## config.mk

```make
export PLATFORM = sky130hd
export DESIGN_NAME = mm_host_ctrl
export DESIGN_NICKNAME = d
export VERILOG_FILES = /design/src/rtl/mm_host_ctrl.sv
export SDC_FILE = /design/constraint.sdc
export NUM_CORES = 2
export LEC_CHECK = 0
export ABC_AREA = 1
export CAP_MARGIN = 20
export CORE_AREA = 3 3 363 365
export CTS_CLUSTER_DIAMETER = 30
export CTS_CLUSTER_SIZE = 40
export DETAILED_ROUTE_END_ITERATION = 12
export DIE_AREA = 0 0 366 368
export PLACE_DENSITY = 0.52
export SETUP_SLACK_MARGIN = 0.1
export SYNTH_ARGS = -nofsm -noshare
export SYNTH_HDL_FRONTEND = slang
export SYNTH_SLANG_ARGS = --single-unit
```

## constraint.sdc

```tcl
create_clock -name Clk -period 2.4 [get_ports Clk]
set_input_delay 0.48 -clock Clk [delete_from_list [all_inputs] [get_ports Clk]]
set_output_delay 0.48 -clock Clk [all_outputs]
set_load 0.01 [all_outputs]
```

## src/rtl/mm_host_ctrl.sv

```systemverilog
// Host-side sequencer for the matrix multiplier: loads A/B words into the MA/MB
// port-B memories, pulses Go, waits for Done (with timeout) and streams MULT_OUT out.
module mm_host_ctrl #(
   parameter int DATA_W  = 128,
   parameter int ADDR_W  = 1,
   parameter int WORDS   = 1,
   parameter int RES_W   = 512,
   parameter int OUT_W   = 32,
   parameter int TIMEOUT = 1024
) (
   input  logic              Clk,
   input  logic              Rst_n,
   input  logic [DATA_W-1:0] In_data,
   input  logic              In_valid,
   output logic              In_ready,
   output logic [OUT_W-1:0]  Out_data,
   output logic              Out_valid,
   input  logic              Out_ready,
   output logic              Out_last,
   output logic              Busy,
   output logic              Err,
   output logic              Go,
   input  logic              Done,
   input  logic [RES_W-1:0]  Mult_out,
   output logic              Rst_Core,
   output logic              Rst_M,
   output logic [DATA_W-1:0] MA_dib,
   output logic [DATA_W-1:0] MB_dib,
   output logic [ADDR_W-1:0] MA_Addrb,
   output logic [ADDR_W-1:0] MB_Addrb,
   output logic              MA_enb,
   output logic              MB_enb,
   output logic              MA_web,
   output logic              MB_web
);

   localparam int CW     = ADDR_W + 1;
   localparam int TW     = $clog2(TIMEOUT) + 1;
   localparam int NBEATS = RES_W / OUT_W;
   localparam int BW     = $clog2(NBEATS) + 1;
   localparam logic [CW-1:0] LAST_WORD = CW'(WORDS - 1);
   localparam logic [CW-1:0] ALL_WORDS = CW'(WORDS);
   localparam logic [TW-1:0] TO_LAST   = TW'(TIMEOUT - 1);
   localparam logic [BW-1:0] PEN_BEAT  = BW'(NBEATS - 2);

   // Handshake: a transfer happens on a rising Clk edge where valid and ready are both high;
   // valid and its data stay stable until that edge.
   typedef enum logic [2:0] {S_IDLE, S_LOAD_A, S_LOAD_B, S_START, S_WAIT, S_DRAIN} state_t;

   state_t           state;
   logic [CW-1:0]    word_cnt;
   logic [TW-1:0]    tmo_cnt;
   logic [BW-1:0]    beat_cnt;
   logic [RES_W-1:0] res_buf;
   logic             accept;

   assign accept   = In_valid & In_ready;
   assign Out_data = res_buf[RES_W-1 -: OUT_W];

   always_ff @(posedge Clk or negedge Rst_n) begin
      if (!Rst_n) begin
         state     <= S_IDLE;
         word_cnt  <= '0;
         tmo_cnt   <= '0;
         beat_cnt  <= '0;
         res_buf   <= '0;
         In_ready  <= 1'b0;
         Out_valid <= 1'b0;
         Out_last  <= 1'b0;
         Busy      <= 1'b0;
         Err       <= 1'b0;
         Go        <= 1'b0;
         Rst_Core  <= 1'b1;
         Rst_M     <= 1'b1;
         MA_dib    <= '0;
         MB_dib    <= '0;
         MA_Addrb  <= '0;
         MB_Addrb  <= '0;
         MA_enb    <= 1'b0;
         MB_enb    <= 1'b0;
         MA_web    <= 1'b0;
         MB_web    <= 1'b0;
      end else begin
         Rst_M  <= 1'b0;
         MA_enb <= 1'b0;
         MA_web <= 1'b0;
         MB_enb <= 1'b0;
         MB_web <= 1'b0;
         case (state)
            S_IDLE, S_LOAD_A: begin
               if (state == S_IDLE) In_ready <= ~Rst_M;
               if (accept) begin
                  Err      <= 1'b0;
                  Busy     <= 1'b1;
                  MA_enb   <= 1'b1;
                  MA_web   <= 1'b1;
                  MA_Addrb <= word_cnt[ADDR_W-1:0];
                  MA_dib   <= In_data;
                  if (word_cnt == LAST_WORD) begin
                     word_cnt <= '0;
                     state    <= S_LOAD_B;
                  end else begin
                     word_cnt <= word_cnt + 1'b1;
                     state    <= S_LOAD_A;
                  end
               end
            end
            S_LOAD_B: begin
               // word_cnt == WORDS marks the cycle carrying the final B strobe
               if (word_cnt == ALL_WORDS) begin
                  word_cnt <= '0;
                  tmo_cnt  <= '0;
                  Go       <= 1'b1;
                  Rst_Core <= 1'b0;
                  state    <= S_START;
               end else if (accept) begin
                  MB_enb   <= 1'b1;
                  MB_web   <= 1'b1;
                  MB_Addrb <= word_cnt[ADDR_W-1:0];
                  MB_dib   <= In_data;
                  word_cnt <= word_cnt + 1'b1;
                  if (word_cnt == LAST_WORD) In_ready <= 1'b0;
               end
            end
            S_START: begin
               Go      <= 1'b0;
               tmo_cnt <= tmo_cnt + 1'b1;
               state   <= S_WAIT;
            end
            S_WAIT: begin
               if (Done) begin
                  res_buf   <= Mult_out;
                  Out_valid <= 1'b1;
                  Out_last  <= (NBEATS == 1);
                  beat_cnt  <= '0;
                  Rst_Core  <= 1'b1;
                  state     <= S_DRAIN;
               end else if (tmo_cnt == TO_LAST) begin
                  Err      <= 1'b1;
                  Rst_Core <= 1'b1;
                  Busy     <= 1'b0;
                  In_ready <= 1'b1;
                  state    <= S_IDLE;
               end else begin
                  tmo_cnt <= tmo_cnt + 1'b1;
               end
            end
            S_DRAIN: begin
               if (Out_valid && Out_ready) begin
                  res_buf <= {res_buf[RES_W-OUT_W-1:0], {OUT_W{1'b0}}};
                  if (Out_last) begin
                     Out_valid <= 1'b0;
                     Out_last  <= 1'b0;
                     Busy      <= 1'b0;
                     In_ready  <= 1'b1;
                     state     <= S_IDLE;
                  end else begin
                     Out_last <= (beat_cnt == PEN_BEAT);
                     beat_cnt <= beat_cnt + 1'b1;
                  end
               end
            end
            default: state <= S_IDLE;
         endcase
      end
   end

endmodule

```

==> impl_metrics.env <==
export IMPL_status="completed"
export IMPL_synthArstFlopShare_pct=100.0
export IMPL_gp_congestion=0.8888
export IMPL_fin_tns_setup_ns=0
export IMPL_crit_type="flip-flop to output pin"
export IMPL_grt_setup_unrepaired="false"
export IMPL_synth_edf_count=0
export IMPL_netlist_instances=3936
export IMPL_ys_flop_type="dfrtp_1"
export IMPL_dr_total_vias=31010
export IMPL_drc=0
export IMPL_syn_avg_cell_area_um2=8.650
export IMPL_clock_skew_ns=0.02794
export IMPL_cpLargestDelayFamily="buffers and inverters"
export IMPL_end_kind="output pin"
export IMPL_p_leak_uw=0.02380
export IMPL_cp_arrival_ns=1.74
export IMPL_grt_pass1_wl_mm=202.7
export IMPL_drt_iter0_drc=2343
export IMPL_clk_latency_ns=0.80
export IMPL_die_w_um=366
export IMPL_start_util_pct=26.36
export IMPL_vdd_ir_drop_max_v=0.0006764
export IMPL_clk_pin_slew_ns=0.04
export IMPL_cts_htree_levels=4
export IMPL_cts_tree="built"
export IMPL_routed_wl_mm=137.9
export IMPL_cp_depth=1
export IMPL_drtAntennaViolNets=0
export IMPL_placement_io_buffers=946
export IMPL_r2r_slack_ns=0.31
export IMPL_period_share_pct=92.70
export IMPL_crit_required_ns=1.92
export IMPL_root_buffer="clkbuf_16"
export IMPL_worst_pin_slew_ns=0.6723
export IMPL_grt_pass1_vias=31220
export IMPL_worstHoldPathType="input port to asynchronous set/reset pin"
export IMPL_dr_pass1_iters=5
export IMPL_netlist_area_mm2=0.03405
export IMPL_final_max_slew_violation_count=0
export IMPL_path_cells="clkdlybuf4s50_1"
export IMPL_io_pins=947
export IMPL_clock_sinks=801
export IMPL_finalSetupViolCount=0
export IMPL_layout_drive_gt1_share_pct=9.681
export IMPL_clk_path_buf_depth=3
export IMPL_crit_fanout=2
export IMPL_antenna_found_initial=32
export IMPL_max_stage_delay_ns=0.62
export IMPL_core_area_mm2=0.1292
export IMPL_die_y_um=368
export IMPL_start_kind="flip-flop"
export IMPL_die_area_mm2=0.1347
export IMPL_cap_violations=0
export IMPL_hold_viol_final=0
export IMPL_grt_start_max_net_pins=122
export IMPL_grt_usage_pct=19.94
export IMPL_yosysSeqAreaShare_pct=58.88
export IMPL_synth_distinct_cells=30
export IMPL_n_fill_cell=12970
export IMPL_nets=5553
export IMPL_synth_nets=4587
export IMPL_gr_total_overflow=0
export IMPL_num_rows=132
export IMPL_yosys_warnings=0
export IMPL_min_period_ns=2.225
export IMPL_total_power_uw=74150
export IMPL_synth_seq_cells=801
export IMPL_area_growth_synth_to_final_pct=57.01
export IMPL_reg2reg_depth=6
export IMPL_timing_fmax_mhz=449.5
export IMPL_max_slew_margin_pct=55.18
export IMPL_power_density_mw_per_mm2=1387
export IMPL_post_route_util_pct=41.39
export IMPL_hpwl_mm=105.3
export IMPL_wl_per_cell_um=20.15
export IMPL_cts_buffers=206
export IMPL_vias_per_cell=4.532
export IMPL_path_buf_inv=1
export IMPL_crit_path_top_delay_cell="clkdlybuf4s50_1"
repair_timing:
action | 4_1_cts | 5_1_grt
cloned | 0 | 0
hold buffers | 1 | 0
endpoints found under the setup margin | 74 | 1
buffers inserted | 1 | 0
gates resized for setup | 75 | 1
hold endpoints to repair | 23 | 0
placed cells by master (no fill, tap or decap), types with 13 or more instances in the layout:
master and count:
nand2_1 1293, clkdlybuf4s50_1 870, dfrtp_1 798, nor2_1 489, a31oi_1 466, o21ai_0 271, clkbuf_16 206, inv_1 173
dlygate4sd2_1 74, buf_12 62, buf_4 60, clkinv_2 44, clkbuf_8 41, bufinv_16 37, clkbuf_1 35, a22o_1 31
o21ai_1 26, nand3_1 24, diode_2 18, o211ai_1 13
synth_stat cells, drive strengths merged (4+ instances only):
cell type	n	share of area (%)
nand2	1295	14
dfrtp	799	59
nor2	490	5.4
a31oi	466	8.6
o21ai	298	4.4
buf	200	3.1
inv	177	2.0
clkbuf	111	1.2
a22o	31	0.80
nand3	27	0.44
o211ai	13	0.29
ha	6	0.22
nand4	5	0.092
xor2	5	0.13
a21oi	4	0.059
registers in the layout (all words and copies together) (netlist names), 2 cells and up:
signal	flops
MA_dib	128
res_buf	512
MB_dib	128
state	3
word_cnt	2
tmo_cnt	11
beat_cnt	5
power breakdown:
group	internal [uW]	switching, uW	total, uW
Combinational	9630	10900	20500
Sequential	20100	3920	24100
Clock	20900	8670	29600
Total	50700	23500	74100
cell families (layout without fill, tap and decap cells):
logic type	after synthesis	count (layout)	share of synthesized area, %
compound gates	815	815	14.17
xor+xnor	5	5	0.1286
fa+ha+maj	6	6	0.2205
buf+inv	488	1634	6.299
flops	801	801	58.88
other cells	1	19	0.01101
simple gates	1820	1820	20.29
layer usage:
| layer | global-route usage (%) | share of wire [%] | up-vias |
|---|---|---|---|
| li1 | - | - | 14970 |
| met3 | 5.578 | 6.1 | 207 |
| met1 | 24.60 | 42 | 14900 |
| met2 | 33.62 | 49 | 917 |
| met5 | 0 | 0.10 | - |
| met4 | 6.537 | 2.5 | 18 |
stage by stage:
| step | std cells | cell area, um2 | worst slack [ns] | hold WS (ns) |
|---|---|---|---|---|
| finish | 6842 | 53460 | 0.1753 | 0.2329 |
| global route | 6830 | 53430 | 0.1009 | 0.2041 |
| CTS | 6824 | 53410 | 0.1004 | 0.1600 |
| detailed placement | 6434 | 45940 | 0.1034 | 0.4715 |
| global placement | 6434 | 45940 | 0.1108 | 0.4664 |
| floorplan | 3936 | 34050 | 0.8161 | 0.1844 |
worst paths after layout:
path | end | from
max reg2reg | tmo_cnt[10] | tmo_cnt[0]
min | MB_dib[29] | Rst_n
max | MA_dib[3] | MA_dib[3]
max in group asynchronous | res_buf[486] | Rst_n
min in group Clk | res_buf[238] | Mult_out[238]
min reg2reg | MB_dib[6] | MB_dib[6]
area by class of cell:
class,count,area (um2),share of cell area (%)
inverter,177,671.9,1.257
antenna,18,45.04,0.08426
clock inverter,106,1689,3.160
timing repair buffer,1069,11090,20.74
sequential,801,20050,37.50
multi-input combinational,2647,11890,22.23
tap,1742,2180,4.077
clock buffer,282,5851,10.94
Note: power is estimated with default switching activity, not from simulation.
